===== src/rtl/bsg_blackparrot_pkg.sv =====
// Shared BlackParrot/manycore link definitions: scheduler FSM states and default link count.
package bsg_blackparrot_pkg;

  localparam int bp_mc_num_links_gp = 3;

  typedef enum logic [1:0] {
    e_run   = 2'd0,
    e_drain = 2'd1,
    e_done  = 2'd2
  } bp_mc_sched_state_e;

endpackage


===== src/rtl/bsg_blackparrot_mc_credit_counter.sv =====
// Per-link outstanding-request counter: reservation increments, returned credits decrement,
// a credit arriving at zero is dropped and latches a sticky error.
module bsg_blackparrot_mc_credit_counter #(
  parameter int max_out_p   = 8,
  parameter int cnt_width_p = $clog2(max_out_p + 1)
) (
  input  logic                   clk_i,
  input  logic                   reset_i,
  input  logic                   inc_i,
  input  logic                   dec_i,
  output logic [cnt_width_p-1:0] cnt_o,
  output logic                   max_o,
  output logic                   zero_o,
  output logic                   err_o
);

  logic [cnt_width_p-1:0] cnt_r;
  logic                   err_r;
  logic                   dec_ok;

  assign zero_o = (cnt_r == '0);
  assign max_o  = (cnt_r == cnt_width_p'(max_out_p));
  assign dec_ok = dec_i & ~zero_o;
  assign cnt_o  = cnt_r;
  assign err_o  = err_r;

  always_ff @(posedge clk_i or posedge reset_i) begin
    if (reset_i) begin
      cnt_r <= '0;
      err_r <= 1'b0;
    end else begin
      if (dec_i & zero_o)
        err_r <= 1'b1;
      if (inc_i & ~dec_ok)
        cnt_r <= cnt_r + cnt_width_p'(1);
      else if (~inc_i & dec_ok)
        cnt_r <= cnt_r - cnt_width_p'(1);
    end
  end

endmodule


===== src/rtl/bsg_blackparrot_mc_link_scheduler.sv =====
// Spreads one BP request stream over num_links_p manycore fwd links with per-link credits,
// round-robin selection, enable mask and drain fence. BSG_BP_MC_SCHED_PERF_EN adds perf counters.
module bsg_blackparrot_mc_link_scheduler
  import bsg_blackparrot_pkg::*;
#(
  parameter int width_p     = 32,
  parameter int num_links_p = bp_mc_num_links_gp,
  parameter int max_out_p   = 8,
  localparam int cnt_width_lp = $clog2(max_out_p + 1)
) (
  input  logic                                clk_i,
  input  logic                                reset_i,
  input  logic                                req_v_i,
  input  logic [width_p-1:0]                  req_data_i,
  output logic                                req_yumi_o,
  output logic [num_links_p-1:0]              link_v_o,
  output logic [width_p-1:0]                  link_data_o,
  input  logic [num_links_p-1:0]              link_ready_i,
  input  logic [num_links_p-1:0]              credit_i,
  input  logic [num_links_p-1:0]              link_en_i,
  input  logic                                fence_v_i,
  output logic                                fence_done_o,
  output logic [num_links_p*cnt_width_lp-1:0] cnt_o,
`ifdef BSG_BP_MC_SCHED_PERF_EN
  output logic [31:0]                         stall_cnt_o,
  output logic [num_links_p-1:0][31:0]        sent_cnt_o,
`endif
  output logic                                err_o
);

  localparam int ptr_width_lp = (num_links_p > 1) ? $clog2(num_links_p) : 1;

  bp_mc_sched_state_e        state_r;
  logic                      fence_arm_r;
  logic                      hold_v_r;
  logic [width_p-1:0]        hold_data_r;
  logic [num_links_p-1:0]    hold_sel_r;
  logic [ptr_width_lp-1:0]   ptr_r;

  logic [num_links_p-1:0]    eligible, cnt_max, cnt_zero, cnt_err, sel_oh;
  logic [ptr_width_lp-1:0]   sel_idx;
  logic                      sel_found, send_v;

  function automatic logic [ptr_width_lp-1:0] wrap_inc(input logic [ptr_width_lp-1:0] base,
                                                       input int off);
    int sum;
    sum = int'(base) + off;
    if (sum >= num_links_p)
      sum = sum - num_links_p;
    return ptr_width_lp'(sum);
  endfunction

  assign link_v_o     = hold_sel_r & {num_links_p{hold_v_r}};
  assign link_data_o  = hold_data_r;
  assign send_v       = |(link_v_o & link_ready_i);
  assign eligible     = link_en_i & ~cnt_max;
  assign fence_done_o = (state_r == e_done);
  assign err_o        = |cnt_err;

  // Acceptance is gated by reset so nothing is taken while the block is held in reset.
  assign req_yumi_o = req_v_i & ~reset_i & (state_r == e_run) & sel_found & (~hold_v_r | send_v);

  // Rotate-priority pick: first eligible link at or after the pointer, wrapping.
  always_comb begin
    sel_found = 1'b0;
    sel_idx   = '0;
    sel_oh    = '0;
    for (int k = 0; k < num_links_p; k++) begin
      if (!sel_found && eligible[wrap_inc(ptr_r, k)]) begin
        sel_found = 1'b1;
        sel_idx   = wrap_inc(ptr_r, k);
      end
    end
    if (sel_found)
      sel_oh[sel_idx] = 1'b1;
  end

  for (genvar gi = 0; gi < num_links_p; gi++) begin : g_link
    bsg_blackparrot_mc_credit_counter #(
      .max_out_p  (max_out_p),
      .cnt_width_p(cnt_width_lp)
    ) u_cnt (
      .clk_i  (clk_i),
      .reset_i(reset_i),
      .inc_i  (req_yumi_o & sel_oh[gi]),
      .dec_i  (credit_i[gi]),
      .cnt_o  (cnt_o[gi*cnt_width_lp +: cnt_width_lp]),
      .max_o  (cnt_max[gi]),
      .zero_o (cnt_zero[gi]),
      .err_o  (cnt_err[gi])
    );
  end

  always_ff @(posedge clk_i or posedge reset_i) begin
    if (reset_i) begin
      hold_v_r    <= 1'b0;
      hold_data_r <= '0;
      hold_sel_r  <= '0;
      ptr_r       <= '0;
    end else if (req_yumi_o) begin
      hold_v_r    <= 1'b1;
      hold_data_r <= req_data_i;
      hold_sel_r  <= sel_oh;
      ptr_r       <= wrap_inc(sel_idx, 1);
    end else if (send_v) begin
      hold_v_r    <= 1'b0;
    end
  end

  // The fence re-arms only after fence_v_i has been seen low, so a level held through DONE is inert.
  always_ff @(posedge clk_i or posedge reset_i) begin
    if (reset_i) begin
      state_r     <= e_run;
      fence_arm_r <= 1'b1;
    end else begin
      if (!fence_v_i)
        fence_arm_r <= 1'b1;
      else if (state_r == e_run && fence_arm_r)
        fence_arm_r <= 1'b0;
      case (state_r)
        e_run:   if (fence_v_i && fence_arm_r) state_r <= e_drain;
        e_drain: if (!hold_v_r && (&cnt_zero)) state_r <= e_done;
        e_done:  state_r <= e_run;
        default: state_r <= e_run;
      endcase
    end
  end

`ifdef BSG_BP_MC_SCHED_PERF_EN
  logic [31:0] stall_cnt_r;
  assign stall_cnt_o = stall_cnt_r;

  always_ff @(posedge clk_i or posedge reset_i) begin
    if (reset_i)
      stall_cnt_r <= '0;
    else if (req_v_i && !req_yumi_o && state_r == e_run && stall_cnt_r != '1)
      stall_cnt_r <= stall_cnt_r + 32'd1;
  end

  for (genvar gi = 0; gi < num_links_p; gi++) begin : g_perf
    logic [31:0] sent_r;
    assign sent_cnt_o[gi] = sent_r;
    always_ff @(posedge clk_i or posedge reset_i) begin
      if (reset_i)
        sent_r <= '0;
      else if (link_v_o[gi] && link_ready_i[gi] && sent_r != '1)
        sent_r <= sent_r + 32'd1;
    end
  end
`endif

endmodule


===== config.mk =====
export PLATFORM = sky130hd
export DESIGN_NAME = bsg_blackparrot_mc_link_scheduler
export DESIGN_NICKNAME = d
export VERILOG_FILES = /design/src/rtl/bsg_blackparrot_pkg.sv /design/src/rtl/bsg_blackparrot_mc_credit_counter.sv /design/src/rtl/bsg_blackparrot_mc_link_scheduler.sv
export SDC_FILE = /design/constraint.sdc
export NUM_CORES = 1
export LEC_CHECK = 0
export CORE_MARGIN = 2
export CORE_UTILIZATION = 31
export CTS_BUF_LIST = sky130_fd_sc_hd__clkbuf_8
export DETAILED_ROUTE_END_ITERATION = 12
export MAX_ROUTING_LAYER = met4
export SYNTH_ARGS = -nofsm -noshare
export SYNTH_HDL_FRONTEND = slang
export SYNTH_SLANG_ARGS = --single-unit

===== constraint.sdc =====
create_clock -name clk_i -period 9.5 [get_ports clk_i]
set_input_delay 1.425 -clock clk_i [delete_from_list [all_inputs] [get_ports clk_i]]
set_output_delay 1.425 -clock clk_i [all_outputs]
set_load 0.02 [all_outputs]

Word level (Yosys, flattened, before mapping)
Cells that the tools add are included.
{"block": "word_totals", "elab_cells": 130, "mem_count": 0, "mem_bits_ro": 0, "inputBits": 45, "mem_bits_rw": 0, "reg_bits": 56, "latchBits": 0}
{"block": "op_classes", "mux": 32, "multipliers": 0, "magnitude_cmp": 9, "shifts": 0, "n_eq_ne": 8, "n_div": 0, "add_sub_neg": 13, "reduce_logical": 21, "n_bitwise": 35}
{"op": "$mux W4", "count": 6}
{"op": "$and A1 B1 Y1", "count": 19}
{"op": "$mux W2", "count": 9}
{"op": "$add A4 B1 Y4 const B", "count": 3}
{"op": "$eq A4 B4 Y1 const B", "count": 3}
{"op": "$logic_not A4 Y1", "count": 3}
{"op": "$lt A2 B3 Y1 const B", "count": 4}
{"op": "$sub A4 B1 Y4 const B", "count": 3}
{"op": "$mux W1", "count": 11}
{"op": "$not A1 Y1", "count": 11}
{"op": "$and A3 B3 Y3", "count": 3}
{"op": "$ge A3 B2 Y1 const B", "count": 3}
{"op": "$reduce_bool A2 Y1", "count": 4}
{"op": "$sub A2 B2 Y2 const B", "count": 4}
{"op": "$add A2 B1 Y3 const B", "count": 2}
{"op": "$bmux W1 S2", "count": 3}
{"op": "$logic_and A1 B1 Y1", "count": 6}
{"op": "$reduce_or A3 Y1", "count": 2}
{"op": "$ne A2 B1 Y1 const B", "count": 2}
{"op": "$pmux W2 S2", "count": 1}
{"op": "$add A2 B2 Y3 const B", "count": 1}
{"op": "$logic_not A1 Y1", "count": 3}
{"op": "$mux W3", "count": 1}
{"op": "$not A3 Y3", "count": 1}
{"op": "other kinds (10)", "count": 10}

Depth between registers and ports, before layout
Gate-level depths: netlist of the first run.
{"block": "logic_depth", "ltp_word": 22, "depth_mapped": 17, "ltp_nobuf": 17}

Modules after synthesis
A second synthesis of the first run with hierarchy kept.
{"block": "hier_totals", "hier_cells": 250, "area_unflattened_um2": 3224.3}
{"mod": "bsg_blackparrot_mc_link_scheduler", "area_per_inst_um2": 2139.6, "cells_each": 151, "instances": 1}
{"mod": "bsg_blackparrot_mc_credit_counter", "area_per_inst_um2": 361.6, "cells_each": 33, "instances": 3}

Least setup slack after synthesis of the first run
No wires, ideal clock.
{"block": "synth_path", "path_type": "input to output", "start": "input reset_i", "end": "output req_yumi_o", "t_arrival_ns": 2.689, "stages": 5, "path_buffers": 1, "slack_ns": 5.386, "path_cell_list": "or4b_4 -> a311oi_1 -> o21ai_1 -> o21ai_4 -> buf_6"}
{"block": "synth_between", "elab_chain_len": 5}
{"element": "start: declaration", "line": "bsg_blackparrot_mc_link_scheduler.sv:12", "text": "input logic reset_i,"}
{"element": "$not A1 Y1", "line": "bsg_blackparrot_mc_link_scheduler.sv:61", "text": "assign req_yumi_o = req_v_i & ~reset_i & (state_r == e_run) & sel_found & (~hold_v_r | send_v);"}
{"element": "$and A1 B1 Y1 (4 in series)", "line": "bsg_blackparrot_mc_link_scheduler.sv:61"}
{"element": "end: declaration", "line": "bsg_blackparrot_mc_link_scheduler.sv:15", "text": "output logic req_yumi_o,"}
Every way passes these cells.

Final worst setup path of the first run
Ends and elaborated chain as after synthesis.

==> run_results.csv, run 1 <==
group,metric,value,unit
outcome,status,"finished clean",
yosys,ys_top_cells_by_count,"dfrtp_1, mux2_2, ha_1",
yosys,syn_area,2760,um2
yosys,yosysTopAreaCell,"dfrtp_1",
min_path,hold_depth,1,
power_and_ir_drop,p_leak,1.63,nW
final_layout,antenna_cells,0,
cts,cts_resized,0,
min_path,hp-start,"g_link[2].u_cnt.err_o$_DFFE_PP0P_",
floorplanning,placementRows,34,
routing,num_vias,1974,
setup_path,critPathKind,"input port to primary output",
routing,drtPass1Iterations,4,
floorplanning,die-area,9660,um2
placement,port-buffer-count,94,
cts,path_clk_slew,90,ps
routing,drc,0,
setup_path,critPathLaunchType,"input port",
yosys,yosysSeqAreaShare,0.509,
min_path,hp-class,"register to register",
setup_path,cp.arrival,3610,ps
cts,cts_sinks,56,
yosys,synth_top_family_by_area,"multiplexers",
cts,post_cts.repair.setup_buffers,0,
setup_path,worstPathCellList,"clkdlybuf4s50_1 -> or4b_4 -> a311oi_1 -> o21ai_1 -> o21ai_4 -> clkdlybuf4s50_1",
setup_path,r2r_slack,5900,ps
placement,post_dp_cell_area,3800,um2
yosys,syn_area_per_cell,12.8,um2
routing,drt-total-wl,5770,um
global_routing,grt_remaining_overflow,0,
sta,layout_setup_ws,4460,ps
cts,clockBufferDepth,2,
yosys,ys_types,40,
placement,dpl_worst_slack,4420,ps
final_layout,utilization,0.449,
yosys,synth_top_cell_area_share,0.500,
setup_path,crit_top_cell,"clkdlybuf4s50_1",
setup_path,path_max_fanout,3,
yosys,yosys.area_share.simple,0.0922,
sta,fin_worst_skew,9.64,ps
floorplanning,die_w,98.3,um
setup_path,r2r_end,"g_link[1].u_cnt.cnt_o[3]$_DFFE_PP0P_",
power_and_ir_drop,power_density,300,nW/um2
yosys,synth_ff_type,"dfrtp_1",
yosys,ys.warnings.count,0,
sta,fin_crit_sh,0.530,
final_layout,area_delta_synth_final,41.4,%
floorplanning,pin_count,95,
global_routing,grt_pass1_vias,2016,
sta,worstMarginPinSlew,732,ps
placement,dp_hpwl,4270,um
yosys,synthXorXnorAreaFrac,0.0381,
setup_path,path_delay_family,"buffers and inverters",
routing,drt-initial-drc-count,36,
final_layout,fin_nets,378,
yosys,syn_inst,216,
setup_path,slowest_stage,"clkdlybuf4s50_1",
global_routing,grt_first_pass_wirelength,9760,um
flow_run,maxCapViolCount,0,
setup_path,rr_startpoint,"state_r[0]$_DFFE_PP0P_",
cts,cts_inserted_buffers,5,
cts,cts-hold-fix-buffers,0,
sta,max-slew-margin-rel,0.512,
cts,htree_levels,2,
routing,ant_nets,0,
yosys,ys_top_cells_by_area,"dfrtp_1, mux2_2, ha_1, mux2_1, xnor2_1",
setup_path,worstPathRequired,8080,ps
sta,drv_slew,0,
floorplanning,core-area,8680,um2
setup_path,max_stage_delay,650,ps
routing,routedWlPerCell,13.6,um
yosys,yosys-mux-area-fraction,0.163,
yosys,synth.most_common_cell,"dfrtp_1",
routing,vias_per_cell,4.66,
yosys,synth-edff-count,0,
setup_path,path_buf_inv,2,
power_and_ir_drop,p_total,0.00117,W
yosys,async_flop_share,1.00,
global_routing,grt_start_max_net_pins,57,
global_routing,grt.total_usage,0.126,
sta,final-setup-viol-count,0,
sta,finalCriticalPeriod,5040,ps
cts,cts_tree,"yes",
sta,rsz0062_at_grt,"false",
sta,hold_viol,0,
setup_path,r2r_cells,14,
floorplanning,start_util,0.317,
sta,fmax,198,MHz
yosys,synth_compound_area_frac,0.0713,
cts,clk-insertion-delay-late,300,ps
final_layout,fin_area,3890,um2
floorplanning,die_h,98.3,um
sta,setup_tns,0,ps
power_and_ir_drop,peakVddDrop,0.129,mV
cts,cts_root_buf,"clkbuf_8",
min_path,hold_end,"g_link[2].u_cnt.err_o$_DFFE_PP0P_",
yosys,synth_nets,279,
global_routing,antenna_found_initial,0,
yosys,synthAdderAreaFrac,0.0936,
placement,gp_congestion,0.790,
final_layout,drive_gt1_frac,0.146,
setup_path,crit_path_end_kind,"primary output",
yosys,ys_ff_latch,56,
==> where the power goes <==
group | total [W] | switching (W) | internal (W)
registers | 0.000433 | 0.0000855 | 0.000347
logic | 0.000602 | 0.000278 | 0.000323
clock network | 0.000135 | 0.0000762 | 0.0000584
==> through the flow <==
| stage | hold slack, ps | instances |
|---|---|---|
| 6_report | 456 | 424 |
| 5_1_grt | 486 | 424 |
| 4_1_cts | 459 | 424 |
| 3_5_place_dp | 440 | 416 |
| 3_3_place_gp | 430 | 416 |
| 2_1_floorplan | 420 | 216 |
==> registers in the layout, indices dropped and copies added (netlist names) <==
register,flops
fence_arm_r,1
g_link.u_cnt.cnt_o,12
g_link.u_cnt.err_o,3
hold_sel_r,3
hold_v_r,1
link_data_o,32
ptr_r,2
state_r,2
==> logic make-up (layout without fill, tap and decap cells) <==
logic type / Yosys count / in the layout
AO/OA/AOI/OAI: 29 / 29
XOR/XNOR: 12 / 12
adder cells (fa/ha/maj): 19 / 19
AND/OR/NAND/NOR: 44 / 44
flip-flops: 56 / 56
multiplexers: 40 / 40
buffers and inverters: 16 / 116
==> how the worst max path moves through the flow <==
stage / startpoint / endpoint / slack, ps / cells after the start
after floorplan: reset_i / req_yumi_o / 5390 / 5
after global routing: reset_i / req_yumi_o / 4370 / 6
after detailed placement: reset_i / g_link[2].u_cnt.cnt_o[3]$_DFFE_PP0P_ / 4420 / 15
after CTS: reset_i / req_yumi_o / 4450 / 6
final: reset_i / req_yumi_o / 4460 / 6
after global placement: reset_i / req_yumi_o / 4470 / 6
==> final cells by class <==
cell class	instances	area (um2)
clock buffers	6	82.6
clock inverters	2	11.3
fillers	873	4780
inverters	12	45.0
multi-input cells	144	1260
flip-flops and latches	56	1400
well taps	108	135
repair buffers	96	956
==> layer usage <==
metal / part of all wire / up-vias / global-route usage
met5: 0 / - / -
met4: 0.0028 / 0 / 0.0253
met3: 0.070 / 3 / 0.0408
met2: 0.47 / 55 / 0.187
met1: 0.45 / 967 / 0.172
li1: - / 949 / -
==> worst register-to-register path: stages, from the launching register on <==
cell and delay [ps]:
dfrtp_1 440, or4b_4 580, a311oi_1 260, o21ai_1 140, o21ai_4 150, buf_4 460
and2_1 220, ha_1 190, inv_1 90, ha_1 280, a21o_1 170, a21oi_1 180
xnor2_1 140, nor2_1 70, xor2_1 140
==> cells in the final DEF (no fill, tap or decap), types with 2 or more instances in the layout <==
cell type	instances
clkbuf_8	6
nand3_1	3
buf_4	2
dfrtp_1	55
mux2_1	7
mux2_2	32
inv_1	12
xnor2_1	9
o21ai_0	7
nor4b_1	2
and2_1	8
nor4_1	2
fa_1	3
o21bai_1	2
ha_1	15
nand2_1	9
o21ai_1	2
nor2_1	8
a21oi_1	5
clkdlybuf4s50_1	94
xor2_1	3
a21o_1	5
nand2b_1	4
Note: power is estimated with default switching activity, not from simulation.
==> run 2: changes to the inputs <==
clock period = 4.5 ns   (was 9.5 ns; I/O delays follow)
==> run 2 against run 1 <==
Clock skew rose by 7.8 ps. Setup slack got worse by 3600 ps. Non-clock buffer count did not move. Combinational power rose by 110%. Critical endpoint unchanged. Largest cell class unchanged. Largest power group unchanged.
==> run_results.csv, run 2 (synthesis results as in run 1) <==
group,metric,value,unit
routing,drc,0,
setup_path,slowest_stage,"clkdlybuf4s50_1",
setup_path,cp.arrival,2930,ps
routing,routedWlPerCell,13.8,um
power_and_ir_drop,pwr-share-seq,0.371,
global_routing,grt_pass1_vias,2103,
sta,drv_slew,0,
sta,final-setup-viol-count,0,
global_routing,grt_remaining_overflow,0,
final_layout,multiInputGateArea,1260,um2
floorplanning,pin_count,95,
setup_path,critPathKind,"input port to primary output",
global_routing,grt_start_max_net_pins,38,
routing,drt-total-wl,5830,um
final_layout,largest_reg_flops,32,
power_and_ir_drop,peakVddDrop,0.261,mV
setup_path,crit_top_cell,"clkdlybuf4s50_1",
sta,max-slew-margin-rel,0.624,
cts,clockBufferDepth,2,
final_layout,layout_common_cells,"clkdlybuf4s50_1, dfrtp_1, mux2_2",
routing,ant_nets,0,
floorplanning,placementRows,34,
setup_path,max_stage_delay,670,ps
routing,vias_per_cell,4.61,
global_routing,antenna_found_initial,0,
floorplanning,core-area,8680,um2
global_routing,grt.total_usage,0.130,
final_layout,final_common_cell,"clkdlybuf4s50_1",
cts,cts_tree,"yes",
cts,cts_resized,0,
power_and_ir_drop,power.share.switching,0.381,
sta,worstMarginPinSlew,556,ps
setup_path,r2r_slack,1180,ps
placement,port-buffer-count,94,
final_layout,area_delta_synth_final,41.3,%
setup_path,rr_startpoint,"g_link[1].u_cnt.cnt_o[0]$_DFFE_PP0P_",
cts,clk-insertion-delay-late,320,ps
final_layout,antenna_cells,0,
floorplanning,die-area,9660,um2
setup_path,path_max_fanout,6,
routing,drtPass1Iterations,4,
floorplanning,die_h,98.3,um
final_layout,fin_nets,378,
floorplanning,die_w,98.3,um
cts,cts_sinks,56,
flow_run,maxCapViolCount,0,
power_and_ir_drop,pwr-share-comb,0.515,
outcome,status,"finished clean",
sta,finalCriticalPeriod,3610,ps
min_path,hp-start,"g_link[2].u_cnt.err_o$_DFFE_PP0P_",
min_path,hp-class,"register to register",
setup_path,r2r_end,"g_link[1].u_cnt.cnt_o[3]$_DFFE_PP0P_",
sta,hold_viol,0,
power_and_ir_drop,power_density,634,nW/um2
final_layout,fin_cells,424,
setup_path,worstPathRequired,3830,ps
power_and_ir_drop,p_leak,1.63,nW
sta,fin_crit_sh,0.802,
placement,dp_hpwl,4480,um
cts,cts_root_buf,"clkbuf_8",
routing,drt-initial-drc-count,32,
cts,post_cts.repair.setup_buffers,0,
cts,cts-hold-fix-buffers,0,
power_and_ir_drop,internal_power,0.00153,W
sta,setup_tns,0,ps
sta,rsz0062_at_grt,"false",
global_routing,grt_first_pass_wirelength,9960,um
power_and_ir_drop,p_switching,0.000942,W
sta,fin_worst_skew,17.4,ps
final_layout,regArea,1400,um2
placement,placed_cells,416,
setup_path,worstPathCellList,"clkdlybuf4s50_1 -> or4b_4 -> a311oi_1 -> o21ai_1 -> o21ai_4 -> clkdlybuf4s50_1",
cts,cts_inserted_buffers,5,
setup_path,r2r_cells,15,
sta,fmax,277,MHz
routing,num_vias,1954,
floorplanning,start_util,0.317,
final_layout,nFillCells,842,
final_layout,utilization,0.449,
cts,path_clk_slew,100,ps
final_layout,drive_gt1_frac,0.149,
min_path,hold_depth,1,
min_path,hold_end,"g_link[2].u_cnt.err_o$_DFFE_PP0P_",
cts,htree_levels,2,
setup_path,crit_path_end_kind,"primary output",
placement,gp_congestion,0.794,
power_and_ir_drop,clock_power_share,0.115,
setup_path,critPathLaunchType,"input port",
run 2: critical path, delay by kind of cell:
family,cells,cell delay (ps)
buf+inv,2,1100
compound gates,3,610
simple gates,1,550
run 2: cell type report:
cell class                 instances  area share
clock inverter                     3     0.00579
multi-input combinational        144       0.324
sequential                        56       0.360
timing repair buffer              96       0.246
tap                              108      0.0347
clock buffer                       5      0.0177
inverter                          12      0.0116
run 2: layer usage:
layer / wire length, um / global-route usage / vias to the layer above
met4: 55 / 0.0306 / 0
li1: - / - / 953
met5: 0 / - / -
met3: 383 / 0.0394 / 4
met2: 2790 / 0.212 / 60
met1: 2610 / 0.161 / 937
run 2: power groups by stage:
stage | logic (W) | registers (W) | clock network (W)
2_1_floorplan | 0.000496 | 0.00114 | 0
3_3_place_gp | 0.00127 | 0.000921 | 0
3_5_place_dp | 0.00129 | 0.000931 | 0
4_1_cts | 0.00129 | 0.000922 | 0.000301
5_1_grt | 0.00137 | 0.000961 | 0.000320
6_report | 0.00127 | 0.000915 | 0.000283
run 2: how the worst max path moves through the flow:
stage,start,end,slack [ps],cells after the start
2_1_floorplan,reset_i,g_link[1].u_cnt.cnt_o[3]$_DFFE_PP0P_,1140,14
4_1_cts,reset_i,req_yumi_o,860,6
3_3_place_gp,reset_i,g_link[0].u_cnt.cnt_o[3]$_DFFE_PP0P_,700,14
3_5_place_dp,reset_i,g_link[0].u_cnt.cnt_o[3]$_DFFE_PP0P_,680,14
5_1_grt,g_link[1].u_cnt.cnt_o[0]$_DFFE_PP0P_,g_link[1].u_cnt.cnt_o[3]$_DFFE_PP0P_,770,15
6_report,reset_i,req_yumi_o,890,6
run 2: per-stage QoR:
| stage | area (um2) | setup slack, ps | power (W) | hold WS, ps |
|---|---|---|---|---|
| 3_5_place_dp | 3800 | 679 | 0.00222 | 442 |
| 4_1_cts | 3890 | 859 | 0.00251 | 466 |
| 5_1_grt | 3890 | 771 | 0.00266 | 499 |
| 3_3_place_gp | 3800 | 703 | 0.00219 | 431 |
| 2_1_floorplan | 2760 | 1140 | 0.00164 | 420 |
| 6_report | 3890 | 892 | 0.00247 | 464 |
